<file path="src/rtl/div_iter.sv">
`default_nettype none
// ============================================================================
// Module   : div_iter
// Brief    : Multi-cycle radix-2 restoring divider for MIPS DIV/DIVU.
//            Produces {remainder, quotient} and stalls EX while in flight.
// Revision : 1.0 - initial release
// ============================================================================
module div_iter #(
    parameter int WIDTH    = 32,
    parameter int ZERO_LAT = 1
) (
    input  logic               clk,
    input  logic               rst,
    input  logic               start,
    input  logic               sign,
    input  logic [WIDTH-1:0]   a,
    input  logic [WIDTH-1:0]   b,
    input  logic               cancel,
    output logic [2*WIDTH-1:0] result,
    output logic               valid,
    output logic               busy,
    output logic               stall
);

    localparam int c_CMAX = (WIDTH > ZERO_LAT) ? WIDTH : ZERO_LAT;
    localparam int c_CW   = (c_CMAX > 2) ? $clog2(c_CMAX) : 1;
    localparam logic [c_CW-1:0] c_LAST  = c_CW'(WIDTH - 1);
    localparam logic [c_CW-1:0] c_ZLAST = c_CW'((ZERO_LAT > 1) ? ZERO_LAT - 2 : 0);

    typedef enum logic [1:0] {
        S_IDLE = 2'd0,
        S_BUSY = 2'd1,
        S_DONE = 2'd2
    } state_t;

    state_t               r_state;
    logic [2*WIDTH-1:0]   r_acc;
    logic [WIDTH-1:0]     r_div;
    logic [c_CW-1:0]      r_cnt;
    logic                 r_neg_q;
    logic                 r_neg_r;
    logic                 r_fin;
    logic                 r_zero;
    logic                 r_valid_seen;

    logic                 w_idle;
    logic [WIDTH-1:0]     w_abs_a;
    logic [WIDTH-1:0]     w_abs_b;
    logic [WIDTH:0]       w_shift;
    logic [WIDTH+1:0]     w_sub;
    logic                 w_ge;
    logic [2*WIDTH-1:0]   w_step;
    logic [WIDTH-1:0]     w_rem;
    logic [WIDTH-1:0]     w_quot;
    logic [2*WIDTH-1:0]   w_fix;

    assign w_idle  = (r_state == S_IDLE);
    assign w_abs_a = (sign && a[WIDTH-1]) ? (~a + 1'b1) : a;
    assign w_abs_b = (sign && b[WIDTH-1]) ? (~b + 1'b1) : b;

    // Upper WIDTH+1 bits of the shifted {rem, quot}; the extra top bit of the
    // subtract exposes the borrow so a negative trial is detected.
    assign w_shift = r_acc[2*WIDTH-1:WIDTH-1];
    assign w_sub   = {1'b0, w_shift} - {2'b00, r_div};
    assign w_ge    = (w_sub[WIDTH+1:WIDTH] == 2'b00);
    assign w_step  = w_ge ? {w_sub[WIDTH-1:0], r_acc[WIDTH-2:0], 1'b1}
                          : {r_acc[2*WIDTH-2:0], 1'b0};

    assign w_rem   = r_acc[2*WIDTH-1:WIDTH];
    assign w_quot  = r_acc[WIDTH-1:0];
    assign w_fix   = {r_neg_r ? (~w_rem + 1'b1) : w_rem,
                      r_neg_q ? (~w_quot + 1'b1) : w_quot};

    assign busy  = ~w_idle;
    assign stall = (start & w_idle & ~cancel)
                 | (r_state == S_BUSY)
                 | ((r_state == S_DONE) & ~r_valid_seen);

    always_ff @(posedge clk or negedge rst) begin
        if (!rst) begin
            r_state      <= S_IDLE;
            r_acc        <= '0;
            r_div        <= '0;
            r_cnt        <= '0;
            r_neg_q      <= 1'b0;
            r_neg_r      <= 1'b0;
            r_fin        <= 1'b0;
            r_zero       <= 1'b0;
            r_valid_seen <= 1'b0;
            result       <= '0;
            valid        <= 1'b0;
        end else begin
            case (r_state)
                S_IDLE: begin
                    valid <= 1'b0;
                    if (start && !cancel) begin
                        r_cnt <= '0;
                        r_fin <= 1'b0;
                        if (b == '0) begin
                            // Divide by zero: quotient all ones, remainder = dividend.
                            if (ZERO_LAT <= 1) begin
                                r_state      <= S_DONE;
                                result       <= {a, {WIDTH{1'b1}}};
                                valid        <= 1'b1;
                                r_valid_seen <= 1'b0;
                            end else begin
                                r_state <= S_BUSY;
                                r_zero  <= 1'b1;
                                r_acc   <= {a, {WIDTH{1'b1}}};
                            end
                        end else begin
                            r_state <= S_BUSY;
                            r_zero  <= 1'b0;
                            r_acc   <= {{WIDTH{1'b0}}, w_abs_a};
                            r_div   <= w_abs_b;
                            r_neg_q <= sign & (a[WIDTH-1] ^ b[WIDTH-1]);
                            r_neg_r <= sign & a[WIDTH-1];
                        end
                    end
                end

                S_BUSY: begin
                    if (cancel) begin
                        r_state <= S_IDLE;
                        r_zero  <= 1'b0;
                    end else if (r_zero) begin
                        if (r_cnt == c_ZLAST) begin
                            r_state      <= S_DONE;
                            r_zero       <= 1'b0;
                            result       <= r_acc;
                            valid        <= 1'b1;
                            r_valid_seen <= 1'b0;
                        end else begin
                            r_cnt <= r_cnt + 1'b1;
                        end
                    end else if (r_fin) begin
                        r_state      <= S_DONE;
                        result       <= w_fix;
                        valid        <= 1'b1;
                        r_valid_seen <= 1'b0;
                    end else begin
                        r_acc <= w_step;
                        if (r_cnt == c_LAST) begin
                            r_fin <= 1'b1;
                        end else begin
                            r_cnt <= r_cnt + 1'b1;
                        end
                    end
                end

                S_DONE: begin
                    r_state      <= S_IDLE;
                    valid        <= 1'b0;
                    r_valid_seen <= 1'b1;
                end

                default: begin
                    r_state <= S_IDLE;
                    valid   <= 1'b0;
                end
            endcase
        end
    end

endmodule
`default_nettype wire

</file>
<file path="config.mk">
export PLATFORM = sky130hd
export DESIGN_NAME = div_iter
export DESIGN_NICKNAME = d
export VERILOG_FILES = /design/src/rtl/div_iter.sv
export SDC_FILE = /design/constraint.sdc
export NUM_CORES = 1
export LEC_CHECK = 0
export ABC_AREA = 1
export BUFFER_PORTS_ARGS = -buffer_cell sky130_fd_sc_hd__clkbuf_2
export CORE_ASPECT_RATIO = 0.7
export CORE_MARGIN = 2
export CORE_UTILIZATION = 61
export CTS_CLUSTER_DIAMETER = 50
export DETAILED_ROUTE_END_ITERATION = 8
export PLACE_DENSITY = 0.87
export SYNTH_ARGS = -nofsm -noshare
export SYNTH_HDL_FRONTEND = slang
export SYNTH_SLANG_ARGS = --single-unit
</file>
<file path="constraint.sdc">
create_clock -name clk -period 2.6 [get_ports clk]
set_input_delay 0.13 -clock clk [delete_from_list [all_inputs] [get_ports clk]]
set_output_delay 0.13 -clock clk [all_outputs]
set_load 0.03 [all_outputs]
</file>
* Word level (Yosys, flattened, before mapping)
Cells that the tools add are included.
** Storage, ports and cells
- Register bits after elaboration :: 173
- Bits in latches :: 0
- Memory bits (writable) :: 0
- ROM bits :: 0
- Input bits :: 69
- Output and inout bits :: 67
- Logic and storage cells :: 126
- Memories :: 0
** Cells by class
- Add/subtract/negate cells :: 6
- $mul :: 0
- Div/mod/pow operators :: 0
- Magnitude comparators :: 0
- Equality and inequality tests :: 16
- Shift operators :: 0
- Multiplexer cells :: 58
- Bitwise operators :: 16
- Reductions and logical operators :: 19
** Operators with widths (count)
- 64-bit two-way mux :: 12
- 64-bit one-hot mux with 2 select lines :: 2
- 32-bit by 1-bit adder with 32-bit output (second input constant) :: 4
- 32-bit two-way mux :: 4
- 32-bit inverter :: 4
- 33-bit by 32-bit subtractor with 34-bit output :: 1
- 32-bit zero test :: 1
- 5-bit two-way mux :: 6
- 6-bit AND reduction :: 4
- 1-bit two-way mux :: 22
- 2-bit two-way mux :: 6
- 3-bit inequality test (second input constant) :: 4
- 3-bit AND reduction :: 4
- 5-bit one-hot mux with 2 select lines :: 1
- 2-bit inequality test (second input constant) :: 4
- 1-bit one-hot mux with 2 select lines :: 3
- 5-bit by 1-bit adder with 5-bit output (second input constant) :: 1
- 1-bit AND :: 5
- 5-bit == test (second input constant) :: 1
- 5-bit zero test :: 1
- 2-bit zero test :: 2
- 2-bit by 1-bit inequality test with 1-bit output (second input constant) :: 2
- 4-bit by 3-bit inequality test with 1-bit output (second input constant) :: 1
- 4-bit inequality test (second input constant) :: 1
- 13 further kinds :: 19

* Depth between registers and ports, before layout
- Depth after elaboration :: 7
- Gate-level depth with buffers :: 19
- Mapped depth without buffers :: 19

* Worst setup path after synthesis
OpenSTA, ideal clock, no wires.
- Kind :: register -> register
- Start point :: reg r_acc[31]
- End point :: reg r_acc[43]
- Setup time :: 0.127 ns
- Data arrival time :: 2.143 ns
- Path slack :: 0.330 ns
- Stages on the path, launching flop included :: 18
- Clock period less this slack :: 2.270 ns
- Cell sequence :: dfrtp_1 -> inv_1 -> ha_1 -> inv_1 -> fa_1 -> nand2_1 -> nand2_1 -> nand3_1 -> nand2_1 -> nand2_1 -> nand2_2 -> nand2_1 -> nand3_1 -> nand2_4 -> buf_4 -> nand3_1 -> nand3_1 -> o21ai_0
** On the way
- Word-level cells in the longest chain between the ends :: 7
** RTL lines
- start, declared :: RTL line 37 : logic [2*WIDTH-1:0] r_acc;
- start signal, assigned :: RTL line 109 : r_acc <= {a, {WIDTH{1'b1}}};
- start signal, assigned :: RTL line 114 : r_acc <= {{WIDTH{1'b0}}, w_abs_a};
- start signal, assigned :: RTL line 142 : r_acc <= w_step;
- 33-bit by 32-bit subtractor with 34-bit output (*) :: RTL line 64 : assign w_sub = {1'b0, w_shift} - {2'b00, r_div};
- 2-bit zero test :: RTL line 65 : assign w_ge = (w_sub[WIDTH+1:WIDTH] == 2'b00);
- 64-bit two-way mux (*) :: RTL line 66 : assign w_step = w_ge ? {w_sub[WIDTH-1:0], r_acc[WIDTH-2:0], 1'b1}
- 64-bit two-way mux (*) :: RTL line 136 : end else if (r_fin) begin
- 64-bit two-way mux (*) :: RTL line 126 : end else if (r_zero) begin
- 64-bit two-way mux (*) :: RTL line 123 : if (cancel) begin
- 64-bit one-hot mux with 2 select lines (*) :: RTL line 93 : case (r_state)
Every way passes the cells marked *; elsewhere a longest branch is shown, timed or not. The select of a mux whose other input is x is not followed.
A chain may end at the register's enable or synchronous reset.

* Worst setup path in the final report
- Start point :: reg r_acc[32]
- End point :: reg result[50]
** On the way
- Word-level cells in the longest chain between the ends :: 7
** RTL lines
- 32-bit inverter :: RTL line 71 : assign w_fix = {r_neg_r ? (~w_rem + 1'b1) : w_rem,
- 32-bit by 1-bit adder with 32-bit output :: RTL line 71
- 32-bit two-way mux :: RTL line 71
- 64-bit two-way mux :: RTL line 136
- 64-bit two-way mux :: RTL line 126
- 64-bit two-way mux :: RTL line 123
- 64-bit one-hot mux with 2 select lines :: RTL line 93
- end signal, assigned :: RTL line 103 : result <= {a, {WIDTH{1'b1}}};
- end signal, assigned :: RTL line 130 : result <= r_acc;
- end signal, assigned :: RTL line 138 : result <= w_fix;
- end, declared :: RTL line 19 : output logic [2*WIDTH-1:0] result,
Every way passes these cells. The select of a mux whose other input is x is not followed.

==> flow_metrics.py <==
metrics = {
    "place": {
        "portBuffers": 135,
        "dpl.cell_count": 2457,
        "place.gp.congestion": 1.04,
        "dp_hpwl_um": 32500,
    },
    "floorplan": {
        "die-height_um": 128,
        "row_count": 45,
        "pin_count": 136,
        "fp.dieW_um": 181,
        "die_area_mm2": 0.0231,
        "coreArea_mm2": 0.0216,
        "start_util_pct": 61.9,
    },
    "timing": {
        "timing.final.crit_share_pct": 95.1,
        "maxSlewViolCount": 0,
        "skew_ns": 0.0148,
        "final-setup-viol-count": 0,
        "maxSlewHeadroom_pct": 19.9,
        "worst_pin_slew_ns": 1.20,
        "hold_violations": 0,
        "timing.fmax_ghz": 0.404,
        "fin_crit_ns": 2.47,
    },
    "cts": {
        "cts_buffers": 17,
        "clock_sinks": 173,
        "clk_pin_slew_ns": 0.08,
        "htreeDepth": 4,
        "cts_tree": "yes",
        "clkLatencyLatePin_ns": 0.45,
        "root_buffer": "clkbuf_16",
        "cts.path.max_buffers": 2,
    },
    "synthesis": {
        "synth_fp_nets": 2183,
        "yosys_warnings": 0,
        "synth_ff_type": "dfrtp_1",
        "synthXorXnorAreaFrac_pct": 3.74,
        "synthesis.instances": 2074,
        "synth_top_area_share_pct": 32.4,
        "syn_area_mm2": 0.0133,
        "synth_commonest_cells": "613 x nand2_1, 283 x inv_1, 231 x nor2_1",
        "synthMuxAreaShare_pct": 0,
        "async_flop_share_pct": 100,
        "synth_compound_area_share_pct": 12.6,
        "synthSimpleGateAreaFrac_pct": 36.4,
        "avgSynthCellArea_um2": 6.43,
        "synthTopCellsByArea": "dfrtp_1 32%, nand2_1 17%, inv_1 8.0%",
        "synth-seq-area-share_pct": 32.4,
        "synthMostInstantiatedCell": "nand2_1",
        "synth_top_cell_by_area": "dfrtp_1",
        "synthAdderAreaFrac_pct": 3.81,
        "synth_top_family_by_area": "simple AND/OR/NAND/NOR gates",
        "synth_edf_count": 0,
        "ys_types": 46,
        "ys_ff_latch": 173,
    },
    "setup_path": {
        "cp-start-kind": "register",
        "worstPathRequired_ns": 2.93,
        "r2r_cells": 12,
        "arrival_ns": 2.80,
        "path_max_fanout": 6,
        "crit_path_end_kind": "register",
        "path_class": "reg -> reg",
        "reg2reg_setup_slack_ns": 0.13,
    },
    "routing": {
        "ant_nets": 0,
        "totalWireLength_um": 43200,
        "vias_per_cell": 5.84,
        "vias": 14600,
        "dr.pass1.iters": 6,
        "wl_per_cell_um": 17.3,
        "drt_iter0_markers": 2007,
        "drc": 0,
    },
    "final_layout": {
        "area_growth_pct": 13.9,
        "n_antenna_cell": 0,
        "fin_cells": 2500,
        "fin_nets": 2314,
        "fill_cells": 1872,
        "drive_gt1_share_pct": 12.4,
    },
    "grt": {
        "grt_pass1_vias": 12900,
        "grt_pass1_wl_um": 66800,
        "track_usage_pct": 36.3,
        "grt_max_degree": 75,
        "grt.overflow.total": 0,
        "grt_antenna_before_repair": 0,
    },
    "power_and_ir_drop": {
        "p_per_area_mw_per_mm2": 1000,
        "p_seq_share_pct": 29.8,
        "comb_power_share_pct": 54.1,
        "leakagePower_nw": 8.10,
        "switching_share_pct": 51.2,
        "ir_drop_mv": 0.826,
        "p_sw_mw": 7.80,
        "finalPower_mw": 15.2,
        "clkPwrFrac_pct": 16.2,
        "p_int_mw": 7.43,
    },
    "status": {
        "status": "completed",
    },
    "worst_hold_path": {
        "hold_path_depth": 3,
        "hp-class": "in -> reg",
    },
    "job": {
        "max-cap-violations": 0,
    },
}
[critical path, cell delays in order (launching register included)]
cell and delay, ns:
dfrtp_1 0.45, inv_1 0.16, ha_1 0.19, inv_1 0.06
nor3_2 0.21, nand3_2 0.17, nor2_4 0.18, nand3_2 0.18
o21ai_4 0.29, xor2_1 0.23, nand2_1 0.07, nand2_1 0.11
nand2_1 0.05
[cell usage in the layout (no fill, tap or decap), types with 32 or more instances in the layout]
master	synthesis	final
nor2_1	231	230
nand3_1	183	180
clkbuf_2	0	134
ha_1	39	33
a21oi_1	67	64
a31oi_1	32	32
o21ai_0	132	131
xor2_1	38	38
dfrtp_1	173	173
nand2_1	613	606
inv_1	283	280
[registers in the layout (all words and copies together) (netlist names)]
register      count
valid             1
r_state           2
r_acc            64
r_valid_seen      1
r_fin             1
r_neg_q           1
r_neg_r           1
r_div            32
r_zero            1
r_cnt             5
result           64
[power groups by stage]
stage | registers [mW] | clock network, mW | logic, mW
floorplan | 5.26 | 0 | 4.74
global placement | 4.48 | 0 | 7.68
global route | 4.62 | 2.57 | 9.00
detailed placement | 4.52 | 0 | 7.83
finish | 4.53 | 2.46 | 8.23
CTS | 4.49 | 2.45 | 7.91
[metrics by stage]
step / instance area [um^2] / setup TNS (ns) / setup slack (ns) / util (%) / hold WS (ns)
2_1_floorplan: 13300 / 0 / 0.330 / - / -0.166
3_3_place_gp: 14300 / 0 / 0.135 / 66.5 / 0.172
3_5_place_dp: 14300 / 0 / 0.0323 / 66.5 / 0.181
4_1_cts: 14900 / 0 / 0.0326 / 69.2 / 0.00614
5_1_grt: 15200 / -0.337 / -0.0652 / 70.5 / 0.0284
6_report: 15200 / 0 / 0.127 / 70.5 / 0.00609
[cell families after synthesis]
logic type | after synthesis
and+or+nand+nor | 1141
buffers and inverters | 358
AOI/OAI and AO/OA | 305
DFF | 173
xor gates and xnor gates | 57
adders and majority gates | 40
[path summary, 6_finish.rpt]
check	endpoint	startpoint
setup / recovery	result[50]	r_acc[32]
hold / removal	result[44]	a[12]
setup reg to reg	result[50]	r_acc[32]
hold reg to reg	result[59]	result[59]
max in group asynchronous	result[21]	rst
min in group asynchronous	r_acc[40]	rst
[cell type report]
cell class | instances | area [um^2] | area share, %
multi-input combinational | 1545 | 7740 | 50.9
sequential | 173 | 4330 | 28.5
timing repair buffer | 178 | 1140 | 7.47
inverter | 290 | 1090 | 7.17
clock buffer | 19 | 443 | 2.91
tap | 282 | 353 | 2.32
clock inverter | 13 | 105 | 0.691
[timing repair]
action / CTS / global route
buffers inserted: 0 / 3
setup endpoints to repair: 0 / 39
gates resized for setup: 0 / 42
hold endpoints to repair: 68 / 0
hold buffers: 5 / 0
[per-layer routing]
layer  track usage [%]  wire length [um]  up-vias
li1                  -                 -     6947
met1              54.6             19200     6699
met2              52.5             17900      868
met3              8.58              5350       83
met4              8.82               774        0
met5                 0                 0        -
Power figures use the tool's default switching activity.
